==> config.mk <==
export PLATFORM = sky130hd
export DESIGN_NAME = pe_cluster_ctrl
export DESIGN_NICKNAME = d
export VERILOG_FILES = /design/src/rtl/pe_cluster_ctrl.sv
export SDC_FILE = /design/constraint.sdc
export NUM_CORES = 1
export LEC_CHECK = 0
export BUFFER_PORTS_ARGS = -buffer_cell sky130_fd_sc_hd__buf_2
export CAP_MARGIN = 20
export CORE_ASPECT_RATIO = 0.5
export CORE_MARGIN = 4
export CORE_UTILIZATION = 25
export CTS_CLUSTER_DIAMETER = 60
export DETAILED_ROUTE_END_ITERATION = 7
export PLACE_DENSITY_LB_ADDON = 0.1
export SLEW_MARGIN = 0
export SYNTH_ARGS = -nofsm -noshare
export SYNTH_HDL_FRONTEND = slang
export SYNTH_SLANG_ARGS = --single-unit
export TNS_END_PERCENT = 50
==> constraint.sdc <==
create_clock -name clk -period 6.1 [get_ports clk]
set_clock_uncertainty 0.15 [all_clocks]
set_input_delay 0.305 -clock clk [delete_from_list [all_inputs] [get_ports clk]]
set_output_delay 0.305 -clock clk [all_outputs]
set_load 0.1 [all_outputs]
==> src/rtl/pe_cluster_ctrl.sv <==
// Sequencer for one PE cluster: validates and latches a job, streams weights then ifmap
// into the cluster, and captures cluster outputs into a first-word-fall-through FIFO.
module pe_cluster_ctrl #(
    parameter int DATA_WIDTH       = 16,
    parameter int MAX_FILTER_WIDTH = 11,
    parameter int MAX_ROW_NUM      = 16,
    parameter int LEN_WIDTH        = 16,
    parameter int OFIFO_DEPTH      = 8,
    parameter int SKID             = 4,
    localparam int LOG_MFW         = $clog2(MAX_FILTER_WIDTH),
    localparam int LOG_MRN         = $clog2(MAX_ROW_NUM)
) (
    input  logic                  clk,
    input  logic                  reset,
    input  logic                  start,
    input  logic [LOG_MFW:0]      cfg_filter_width,
    input  logic [LOG_MRN:0]      cfg_row_num,
    input  logic [LOG_MFW:0]      cfg_stride,
    input  logic [LEN_WIDTH-1:0]  cfg_ifmap_len,
    input  logic [LEN_WIDTH-1:0]  cfg_out_count,
    output logic                  busy,
    output logic                  done,
    output logic                  cfg_err,
    output logic                  ovf_err,
    input  logic [DATA_WIDTH-1:0] w_data,
    input  logic                  w_valid,
    output logic                  w_ready,
    input  logic [DATA_WIDTH-1:0] x_data,
    input  logic                  x_valid,
    output logic                  x_ready,
    output logic [LOG_MFW:0]      pe_filter_width,
    output logic [MAX_ROW_NUM-1:0] pe_row_en,
    output logic [LOG_MRN:0]      pe_row_num,
    output logic [LOG_MFW:0]      pe_stride,
    output logic [DATA_WIDTH-1:0] pe_weight_data,
    output logic                  pe_weight_valid,
    output logic [DATA_WIDTH-1:0] pe_ifmap_data,
    output logic                  pe_ifmap_valid,
    output logic                  pe_reset_ifmap,
    input  logic [DATA_WIDTH-1:0] pe_peout_data,
    input  logic                  pe_peout_valid,
    output logic [DATA_WIDTH-1:0] o_data,
    output logic                  o_valid,
    input  logic                  o_ready
);

    localparam int WCNT_W = LOG_MFW + LOG_MRN + 2;
    localparam int FPTR_W = $clog2(OFIFO_DEPTH);
    localparam int FCNT_W = FPTR_W + 1;

    localparam logic [LOG_MFW:0]     F_MAX     = (LOG_MFW + 1)'(MAX_FILTER_WIDTH);
    localparam logic [LOG_MRN:0]     R_MAX     = (LOG_MRN + 1)'(MAX_ROW_NUM);
    localparam logic [FCNT_W-1:0]    X_LIMIT   = FCNT_W'(OFIFO_DEPTH - SKID);
    localparam logic [FCNT_W-1:0]    FIFO_FULL = FCNT_W'(OFIFO_DEPTH);
    localparam logic [WCNT_W-1:0]    WCNT_ONE  = WCNT_W'(1);
    localparam logic [LEN_WIDTH-1:0] LEN_ONE   = LEN_WIDTH'(1);
    localparam logic [FPTR_W-1:0]    PTR_ONE   = FPTR_W'(1);
    localparam logic [FCNT_W-1:0]    FCNT_ONE  = FCNT_W'(1);

    typedef enum logic [2:0] {
        ST_IDLE,
        ST_LOAD_W,
        ST_LOAD_I,
        ST_DRAIN,
        ST_DONE
    } state_t;

    state_t r_state, w_state_next;

    logic [WCNT_W-1:0]    r_wcnt, r_wtarget;
    logic [LEN_WIDTH-1:0] r_xcnt, r_ifmap_len, r_out_cnt, r_out_count;
    logic [FPTR_W-1:0]    r_wptr, r_rptr;
    logic [FCNT_W-1:0]    r_fifo_cnt;
    logic [DATA_WIDTH-1:0] r_mem [OFIFO_DEPTH];

    logic w_w_rdy, w_x_rdy, w_start_ok, w_start_bad, w_cfg_legal;
    logic w_w_acc, w_x_acc, w_pop, w_full, w_do_push, w_ovf;
    logic [MAX_ROW_NUM-1:0] w_row_en;

    assign w_cfg_legal = (cfg_filter_width != '0) && (cfg_filter_width <= F_MAX) &&
                         (cfg_row_num != '0) && (cfg_row_num <= R_MAX) &&
                         (cfg_stride != '0) && (cfg_ifmap_len != '0);

    for (genvar gi = 0; gi < MAX_ROW_NUM; gi++) begin : g_row_en
        assign w_row_en[gi] = ((LOG_MRN + 1)'(gi) < cfg_row_num);
    end

    always_ff @(posedge clk or posedge reset) begin
        if (reset) r_state <= ST_IDLE;
        else       r_state <= w_state_next;
    end

    always_comb begin
        w_state_next = r_state;
        w_w_rdy      = 1'b0;
        w_x_rdy      = 1'b0;
        w_start_ok   = 1'b0;
        w_start_bad  = 1'b0;
        case (r_state)
            ST_IDLE: begin
                if (start) begin
                    if (w_cfg_legal) begin
                        w_start_ok   = 1'b1;
                        w_state_next = ST_LOAD_W;
                    end else begin
                        w_start_bad  = 1'b1;
                    end
                end
            end
            ST_LOAD_W: begin
                w_w_rdy = 1'b1;
                if (w_valid && ((r_wcnt + WCNT_ONE) == r_wtarget)) w_state_next = ST_LOAD_I;
            end
            ST_LOAD_I: begin
                // pe_reset_ifmap doubles as the first-cycle flag so the reset lands before any data
                w_x_rdy = !pe_reset_ifmap && (r_fifo_cnt < X_LIMIT);
                if (x_valid && w_x_rdy && ((r_xcnt + LEN_ONE) == r_ifmap_len)) w_state_next = ST_DRAIN;
            end
            ST_DRAIN: begin
                if (r_out_cnt == r_out_count) w_state_next = ST_DONE;
            end
            ST_DONE:  w_state_next = ST_IDLE;
            default:  w_state_next = ST_IDLE;
        endcase
    end

    assign w_ready = w_w_rdy;
    assign x_ready = w_x_rdy;
    assign busy    = (r_state != ST_IDLE);
    assign done    = (r_state == ST_DONE);
    assign w_w_acc = w_valid & w_w_rdy;
    assign w_x_acc = x_valid & w_x_rdy;

    // Push is never refused from the cluster side; a push into a full FIFO only survives if a pop frees a slot.
    assign w_full    = (r_fifo_cnt == FIFO_FULL);
    assign o_valid   = (r_fifo_cnt != '0);
    assign w_pop     = o_valid & o_ready;
    assign w_do_push = pe_peout_valid & (~w_full | w_pop);
    assign w_ovf     = pe_peout_valid & w_full & ~w_pop;
    assign o_data    = o_valid ? r_mem[r_rptr] : '0;

    always_ff @(posedge clk or posedge reset) begin
        if (reset) begin
            cfg_err         <= 1'b0;
            ovf_err         <= 1'b0;
            pe_filter_width <= '0;
            pe_row_en       <= '0;
            pe_row_num      <= '0;
            pe_stride       <= '0;
            pe_weight_data  <= '0;
            pe_weight_valid <= 1'b0;
            pe_ifmap_data   <= '0;
            pe_ifmap_valid  <= 1'b0;
            pe_reset_ifmap  <= 1'b0;
            r_wcnt          <= '0;
            r_wtarget       <= '0;
            r_xcnt          <= '0;
            r_ifmap_len     <= '0;
            r_out_cnt       <= '0;
            r_out_count     <= '0;
        end else begin
            cfg_err         <= w_start_bad;
            pe_reset_ifmap  <= (r_state == ST_LOAD_W) && (w_state_next == ST_LOAD_I);
            pe_weight_valid <= w_w_acc;
            pe_ifmap_valid  <= w_x_acc;
            if (w_w_acc) pe_weight_data <= w_data;
            if (w_x_acc) pe_ifmap_data  <= x_data;
            if (w_start_ok) begin
                pe_filter_width <= cfg_filter_width;
                pe_row_num      <= cfg_row_num;
                pe_stride       <= cfg_stride;
                pe_row_en       <= w_row_en;
                r_wtarget       <= WCNT_W'(cfg_filter_width) * WCNT_W'(cfg_row_num);
                r_ifmap_len     <= cfg_ifmap_len;
                r_out_count     <= cfg_out_count;
                r_wcnt          <= '0;
                r_xcnt          <= '0;
                r_out_cnt       <= '0;
                ovf_err         <= 1'b0;
            end else begin
                if (w_ovf)                   ovf_err   <= 1'b1;
                if (w_w_acc)                 r_wcnt    <= r_wcnt + WCNT_ONE;
                if (w_x_acc)                 r_xcnt    <= r_xcnt + LEN_ONE;
                if (pe_peout_valid && busy)  r_out_cnt <= r_out_cnt + LEN_ONE;
            end
        end
    end

    always_ff @(posedge clk or posedge reset) begin
        if (reset) begin
            r_wptr     <= '0;
            r_rptr     <= '0;
            r_fifo_cnt <= '0;
        end else begin
            if (w_do_push) r_wptr <= r_wptr + PTR_ONE;
            if (w_pop)     r_rptr <= r_rptr + PTR_ONE;
            case ({w_do_push, w_pop})
                2'b10:   r_fifo_cnt <= r_fifo_cnt + FCNT_ONE;
                2'b01:   r_fifo_cnt <= r_fifo_cnt - FCNT_ONE;
                default: r_fifo_cnt <= r_fifo_cnt;
            endcase
        end
    end

    always_ff @(posedge clk) begin
        if (w_do_push) r_mem[r_wptr] <= pe_peout_data;
    end

endmodule

==> flow_summary.toml, run 1 <==
[timing]
max_slew_margin_pct = 36.3
fin_crit_ps = 3940
fmax_mhz = 254
setup_violations = 0
drv_slew = 0
hold_viol = 0
tightest_slew_ps = 956
fin_hold_ws_ps = 48.7
grt_setup_unrepaired = "no"
setup-tns-final_ps = 0
period_share_pct = 64.6

[synth]
synth-main-ff-cell = "dfrtp_1"
muxShareOfSynthArea_pct = 11.5
synth_xor_area_share_pct = 5.84
yosys_warnings = 0
synth_adder_area_share_pct = 3.94
synth_top_family_by_area = "simple AND/OR/NAND/NOR gates"
yosys.area_share.simple_pct = 12.6
synth_edf_count = 128
yosys_register_bits = 292
synth_area_leaders = "dfrtp_1, edfxtp_1, mux4_2"
synth-compound-area-share_pct = 3.97
synth_nets = 1195
yosysSeqAreaShare_pct = 59.6
synth_top_area_cell = "dfrtp_1"
synth_async_sr_flop_share_pct = 56.2
syn_area_sq_um = 13300
avgSynthCellArea_sq_um = 12.6
synth_common_cells = "dfrtp_1, nand2_1, edfxtp_1"
ys_types = 61
synthCells = 1057
yosysMostFrequentCell = "dfrtp_1"
yosysTopAreaCellShare_pct = 30.8

[drt]
vias = 8917
ant_nets = 0
drc = 0
drtPass1Iterations = 5
via_per_inst = 4.31
drt-initial-drc-count = 379
wl_microns = 34000
wl_per_cell_microns = 16.4

[cells_and_area]
fillers = 5337
nNetsFinal = 1480
multi_input_area_sq_um = 5080
diodes = 0
post-route-util_pct = 32.8
final_cell_area_sq_um = 17200
drive_above_1_share_pct = 23.2
syn_to_final_growth_pct = 28.9
seqCellArea_sq_um = 7950

[clock_network]
cts_sinks = 292
numCtsBuffers = 35
clock_latency_ps = 510
cts_resized = 0
clock-root-buffer = "clkbuf_16"
clock_path_buffers = 3
tritoncts = "done"
path_clk_slew_ps = 60
h-tree-depth = 2

[grt]
grt_usage_pct = 12.0
grt_pass1_vias = 9512
grt_max_degree = 96
grt_first_pass_wirelength_microns = 54500
antenna_found_initial = 0
overflow = 0

[power_and_ir_drop]
power_density_nw_per_um2 = 413
leakagePower_nw = 7.58
p_int_mw = 4.16
pwr-share-comb_pct = 35.8
seqPwrFrac_pct = 35.8
vdd_drop_max_mv = 0.300
swShare_pct = 41.3
p_sw_mw = 2.93
clkPwrFrac_pct = 28.4

[die]
die_area_sq_um = 57300
fp.dieW_microns = 335
row_count = 59
initial_core_util_pct = 25.5
io_pins = 191
core-area_sq_um = 52300
die_h_microns = 171

[worst_setup_path]
crit_type = "primary input to register"
worst-endpoint-required_ps = 6350
worstReg2RegStart = "r_state[0]"
crit_fanout = 7
r2r-end = "r_state[0]"
rrSetupSlack_ps = 2830
arrival_ps = 4190
r2r_cells = 8
cp-end-kind = "register"
startpoint_type = "primary input"

[worst_hold_path]
holdPathStages = 3
hold_path.class = "primary input to register"
worstHoldStart = "cfg_row_num[1]"
min_to = "pe_row_en[1]"

[placed_design]
hpwl_microns = 22400
port_buffers = 190
gp_congestion = 0.733
post_dp_cell_area_sq_um = 15100

[outcome]
status = "completed"

[job]
maxCapViolations = 0
==> power groups by stage <==
stage,sequential (mW),clock (mW),combinational [mW]
floorplan,2.84,0,1.71
finish,2.54,2.01,2.54
CTS,2.55,2.10,2.59
global route,2.58,2.19,2.73
global placement,2.58,0,2.52
detailed placement,2.59,0,2.54
==> layout by cell type (no fill, tap or decap), drive strengths merged, types with 5 or more instances in the layout <==
cell type / n
inv: 34
xor2: 35
clkinv: 11
nand4: 18
dfrtp: 164
mux2i: 20
mux2: 54
ha: 26
nand2b: 8
a21oi: 23
nor3: 12
fa: 10
o31ai: 5
nor2b: 7
mux4: 32
nor4: 8
o21ai: 27
buf: 207
nor2: 92
and3: 8
xnor2: 54
edfxtp: 128
and2: 17
nand2: 160
nand3: 19
dlygate4sd3: 92
clkbuf: 46
a31oi: 12
==> layout make-up <==
class	instances	area share, %
Multi-Input combinational cell	682	29.6
Sequential cell	292	46.3
Inverter	32	0.728
Clock buffer	46	5.64
Timing Repair Buffer	299	12.0
Clock inverter	17	0.721
Tap cell	701	5.10
==> cells by family (layout without fill, tap and decap cells) <==
kind of cell             Yosys count  after routing
adder cells (fa/ha/maj)           36             36
AO/OA/AOI/OAI                     85             85
multiplexers                     106            106
flip-flops                       292            292
AND/OR/NAND/NOR                  366            366
XOR/XNOR                          89             89
buffers and inverters             83            394
==> state kept, by name, summed over array words and instances (netlist names), 3 cells and up <==
name,flops
r_ifmap_len,16
pe_ifmap_data,16
r_rptr,3
r_mem,128
pe_weight_data,16
pe_row_num,4
r_wcnt,10
r_fifo_cnt,4
r_wtarget,10
pe_row_en,16
r_out_count,16
r_xcnt,16
r_out_cnt,16
pe_stride,5
r_state,3
r_wptr,3
pe_filter_width,5
==> routing by layer <==
layer	global-route usage (%)	up-vias	wire, microns
met5	0	-	0
met4	2.74	0	625
met3	2.25	47	1080
met2	20.7	116	16600
met1	15.7	4475	15600
li1	-	4279	-
==> critical path: stages <==
cell	delay (ps)
dlygate4sd3_1	530
buf_2	170
nand2_1	90
fa_1	510
fa_1	510
fa_1	540
inv_1	40
ha_1	330
a21oi_1	220
nor2b_1	70
o21a_1	180
o41ai_1	300
xnor2_1	100
mux2_1	290
==> how the worst max path moves through the flow <==
stage,startpoint,end,cells past startpoint
CTS,cfg_filter_width[0],r_wtarget[9],14
detailed placement,cfg_row_num[3],r_wtarget[9],13
global route,cfg_filter_width[0],r_wtarget[9],14
floorplan,reset,cfg_err,1
global placement,cfg_row_num[3],r_wtarget[9],13
finish,cfg_filter_width[0],r_wtarget[9],14
==> stage by stage <==
step                worst slack [ps]  power (mW)  std cells
finish                          2160        7.09       2069
floorplan                       1210        4.55       1057
CTS                             2160        7.25       2067
detailed placement              2010        5.13       1912
global placement                2010        5.10       1911
global route                    1970        7.50       2069
==> repair_timing <==
action	4_1_cts	5_1_grt
hold endpoints to repair	297	0
buffers inserted	0	0
hold buffers	92	0
Power figures use the tool's default switching activity.
==> inputs of run 2 (changes only) <==
==> constraint.sdc (replaced) <==
create_clock -name clk -period 3.6 [get_ports clk]
set_clock_uncertainty 0.15 [all_clocks]
set_input_delay 0.18 -clock clk [delete_from_list [all_inputs] [get_ports clk]]
set_output_delay 0.18 -clock clk [all_outputs]
set_load 0.1 [all_outputs]
==> run 2 against run 1 <==
Non-clock buffer count grew 31; core utilization grew 0.38 points; largest power group is now combinational cells; critical path depth is the same; routed wire length grew 1.7%.
==> flow_summary.toml, run 2 (synthesis results as in run 1) <==
[outcome]
status = "completed"

[die]
die_h_microns = 171
fp.dieW_microns = 335
row_count = 59
initial_core_util_pct = 25.5
die_area_sq_um = 57300
io_pins = 191
core-area_sq_um = 52300

[cells_and_area]
largest_reg_flops = 128
syn_to_final_growth_pct = 30.3
fin_cells = 2098
drive_above_1_share_pct = 23.9
fillers = 5266
nNetsFinal = 1510
final_common_cell = "buf_2"
final_cell_mix = "buf_2, dfrtp_1, nand2_1"
diodes = 0
post-route-util_pct = 33.2
regMostFlops = "r_mem"

[worst_hold_path]
worstHoldStart = "w_valid"
holdPathStages = 5
hold_path.class = "primary input to register"
min_to = "r_wcnt[4]"

[placed_design]
gp_congestion = 0.774
place_inst = 1935
port_buffers = 190
hpwl_microns = 22800

[worst_setup_path]
slowest_delay_ps = 560
r2r-end = "r_state[0]"
startpoint_type = "primary input"
rrSetupSlack_ps = 910
cp-end-kind = "register"
worst-path-buf-inv = 4
crit_type = "primary input to register"
cp_cell_sequence = "buf_2 > dlygate4sd3_1 > buf_4 > nand2_1 > fa_1 > inv_1 > fa_1 > ha_1 > ha_1 > nor2b_1 > o21a_1 > o41ai_2 > xnor2_1 > mux2_1"
worst-endpoint-required_ps = 3850
arrival_ps = 3670
critPathTopFamily = "adder cells"
worstReg2RegStart = "r_wcnt[0]"
crit_fanout = 7
critical-path-slowest-cell = "dlygate4sd3_1"
r2r_cells = 8

[timing]
fin_crit_ps = 3420
max_slew_margin_pct = 44.9
tightest_slew_ps = 818
drv_slew = 0
grt_setup_unrepaired = "no"
hold_viol = 0
setup_violations = 0
period_share_pct = 95.1
fmax_mhz = 292

[clock_network]
cts_sinks = 292
h-tree-depth = 2
clock-root-buffer = "clkbuf_16"
path_clk_slew_ps = 60
clock_latency_ps = 520
clock_path_buffers = 3
tritoncts = "done"
numCtsBuffers = 34
post-cts-setup-buffers = 0

[drt]
drtPass1Iterations = 6
drc = 0
wl_per_cell_microns = 16.5
wl_microns = 34500
via_per_inst = 4.28
ant_nets = 0
drt-initial-drc-count = 381
vias = 8980

[grt]
grt_pass1_vias = 9687
antenna_found_initial = 0
grt_usage_pct = 12.0
grtUsageMet3_pct = 2.40
grt-busiest-layer = "met2"
grt_first_pass_wirelength_microns = 54800
grt_max_degree = 103
grtUsageMet1_pct = 15.8
overflow = 0
met2_usage_pct = 20.3

[power_and_ir_drop]
vdd_drop_max_mv = 0.513
leakagePower_nw = 7.70
power_density_nw_per_um2 = 690

[job]
maxCapViolations = 0
-- run 2: repair_timing --
| item | in CTS | in global routing |
|---|---|---|
| setup endpoints to repair | 0 | 1 |
| gates resized for setup | 0 | 1 |
| hold endpoints to repair | 380 | 0 |
| hold buffers | 102 | 0 |
-- run 2: worst max path at each step --
stage | startpoint | end | slack (ps) | depth (start not counted)
3_3_place_gp | cfg_row_num[4] | r_wtarget[9] | -140 | 13
2_1_floorplan | cfg_row_num[3] | r_wtarget[9] | -390 | 14
4_1_cts | cfg_filter_width[2] | r_wtarget[9] | 110 | 14
5_1_grt | cfg_filter_width[2] | r_wtarget[9] | 8 | 14
6_report | cfg_filter_width[2] | r_wtarget[9] | 180 | 14
3_5_place_dp | cfg_row_num[4] | r_wtarget[9] | -170 | 13
-- run 2: report_power, final --
| group | internal [mW] | total, mW | switching (mW) |
|---|---|---|---|
| sequential | 3.90 | 4.24 | 0.341 |
| combinational | 1.22 | 4.42 | 3.20 |
| clock | 1.93 | 3.34 | 1.40 |
| total | 7.05 | 12.0 | 4.95 |
-- run 2: final cells by class --
type	instances	area, sq um	area share, %
Tap cell	701	877	5.04
Sequential cell	292	7950	45.7
Clock inverter	11	88.8	0.511
Multi-Input combinational cell	682	5080	29.2
Timing Repair Buffer	330	2310	13.3
Clock buffer	50	962	5.53
Inverter	32	124	0.712
-- run 2: worst register-to-register path, stage by stage (launching register included) --
cell and delay (ps):
dfrtp_1 460, ha_1 390, nand4_4 160, nor2b_4 170, xnor2_1 80, or4_4 520
a2111oi_4 360, a211o_2 200, o31ai_1 70
-- run 2: metal layers --
metal | up-vias | wire length (microns)
met5 | - | 0
met4 | 0 | 911
met3 | 59 | 1200
met2 | 129 | 16400
met1 | 4456 | 16100
li1 | 4336 | -
-- run 2: through the flow --
step	setup WS, ps	TNS, ps	total power, mW	instance area, sq um	hold slack (ps)
finish	175	0	12.0	17400	36.6
global route	7.53	0	12.7	17400	67.1
CTS	107	0	12.3	17400	31.5
global placement	-137	-239	8.69	15300	-56.0
detailed placement	-170	-291	8.73	15300	-51.2
floorplan	-394	-10300	7.71	13300	129
==> inputs of run 3 (changes only) <==
--- a/config.mk
+++ b/config.mk
@@ -12,6 +12,7 @@
 export CORE_UTILIZATION = 25
 export CTS_CLUSTER_DIAMETER = 60
 export DETAILED_ROUTE_END_ITERATION = 7
+export HOLD_SLACK_MARGIN = 0.08
 export PLACE_DENSITY_LB_ADDON = 0.1
 export SLEW_MARGIN = 0
 export SYNTH_ARGS = -nofsm -noshare
==> run 3 against run 2 <==
Cell area rose by 0.16%; routed wire length grew 0.12%; sequential cell count did not move; non-clock buffer count up 2; sequential share of layout area shrank 0.072 points; combinational power barely moved; register-to-register slack about the same; die area stayed put; clock power about the same; sequential power is essentially flat; critical path type unchanged.
==> flow_summary.toml, run 3 (synthesis results as in run 1) <==
[outcome]
status = "completed"

[timing]
period_share_pct = 94.9
fmax_mhz = 293
tightest_slew_ps = 816
drv_slew = 0
max_slew_margin_pct = 45.1
setup_violations = 0
fin_crit_ps = 3420
hold_viol = 0
grt_setup_unrepaired = "no"

[die]
initial_core_util_pct = 25.5
io_pins = 191
die_area_sq_um = 57300
fp.dieW_microns = 335
core-area_sq_um = 52300
die_h_microns = 171
row_count = 59

[power_and_ir_drop]
leakagePower_nw = 7.71
p_int_mw = 7.05
seqPwrFrac_pct = 35.3
power_density_nw_per_um2 = 689
p_sw_mw = 4.94
p_total_mw = 12.0
clkPwrFrac_pct = 27.8
pwr-share-comb_pct = 36.9
vdd_drop_max_mv = 0.513
swShare_pct = 41.2

[drt]
wl_per_cell_microns = 16.5
drc = 0
drtPass1Iterations = 6
vias = 9000
wl_microns = 34600
drt-initial-drc-count = 359
via_per_inst = 4.29
ant_nets = 0

[cells_and_area]
fillers = 5262
seqCellArea_sq_um = 7950
drive_above_1_share_pct = 23.9
largest_reg_flops = 128
diodes = 0
final_cell_mix = "buf_2, dfrtp_1, nand2_1"
final_cell_area_sq_um = 17400
multi_input_area_sq_um = 5080
regMostFlops = "r_mem"
syn_to_final_growth_pct = 30.6
final_common_cell = "buf_2"
nNetsFinal = 1512

[worst_setup_path]
arrival_ps = 3670
crit_fanout = 8
worstReg2RegStart = "r_wcnt[0]"
crit_path_end = "r_wtarget[9]"
r2r-end = "r_state[0]"
cp-end-kind = "register"
r2r_cells = 8
rrSetupSlack_ps = 910
crit_type = "primary input to register"
startpoint_type = "primary input"
crit_start = "cfg_filter_width[3]"
worst-endpoint-required_ps = 3850

[job]
maxCapViolations = 0

[clock_network]
numCtsBuffers = 34
path_clk_slew_ps = 60
h-tree-depth = 2
clock_latency_ps = 520
tritoncts = "done"
cts_sinks = 292
clock_path_buffers = 3
clock-root-buffer = "clkbuf_16"

[placed_design]
gp_congestion = 0.774
port_buffers = 190
post_dp_cell_area_sq_um = 15300
hpwl_microns = 22800

[grt]
antenna_found_initial = 0
grt_max_degree = 103
overflow = 0
grt_pass1_vias = 9704
grt_first_pass_wirelength_microns = 54800
grt_usage_pct = 12.0

[worst_hold_path]
hold_path.class = "primary input to register"
[run 3: cell types whose count changed in the layout (fill, tap and decap cells not counted)]
cell,change
buf_6,+2
buf_4,-2
dlygate4sd3_1,+2
[run 3: routing by layer]
layer  part of all wire [%]  track usage, %
met1                     47            15.8
met2                     47            20.3
met3                    3.6            2.41
met4                    2.6            3.56
met5                      0               0
[run 3: area by class of cell]
class	instances	area share, %
Inverter	32	0.711
Timing Repair Buffer	332	13.4
Clock inverter	11	0.510
Tap cell	701	5.04
Multi-Input combinational cell	682	29.2
Sequential cell	292	45.6
Clock buffer	50	5.53
[run 3: worst min-delay path by stage]
stage | to | slack (ps) | from | cells past startpoint
floorplan | r_mem[0][0] | 130 | pe_peout_data[0] | 0
global route | pe_row_en[13] | 90 | cfg_row_num[4] | 4
CTS | pe_row_en[5] | 90 | cfg_row_num[2] | 5
finish | pe_row_en[13] | 60 | cfg_row_num[4] | 4
global placement | pe_weight_data[2] | -60 | reset | 2
detailed placement | pe_weight_data[3] | -50 | reset | 2
[run 3: critical path: stages]
cell and delay (ps):
dlygate4sd3_1 520, buf_2 200, nand2_1 90, fa_1 480, inv_1 50, fa_1 470
ha_1 310, ha_1 300, nor2b_1 130, o21a_1 190, o41ai_2 310, xnor2_1 120
mux2_1 290
[run 3: through the flow]
step	setup slack, ps	hold slack, ps	instances	util [%]	TNS (ps)
after global routing	48.0	94.3	2100	33.3	0
after global placement	-137	-56.0	1935	29.2	-239
after CTS	4.31	90.8	2100	33.2	0
final	182	63.7	2100	33.3	0
after detailed placement	-170	-51.2	1935	29.2	-291
after floorplan	-394	129	1057	-	-10300
[run 3: timing repair]
item,CTS,global route
hold endpoints to repair,395,3
gates resized for setup,0,3
setup buffers,0,0
endpoints found under the setup margin,0,2
hold buffers,104,2
[run 3: power groups by stage]
stage                     logic (mW)  clock network [mW]  registers, mW
after floorplan                 2.89                   0           4.82
after global placement          4.39                   0           4.30
after detailed placement        4.41                   0           4.32
after CTS                       4.52                3.48           4.26
after global routing            4.74                3.62           4.31
final                           4.42                3.33           4.24
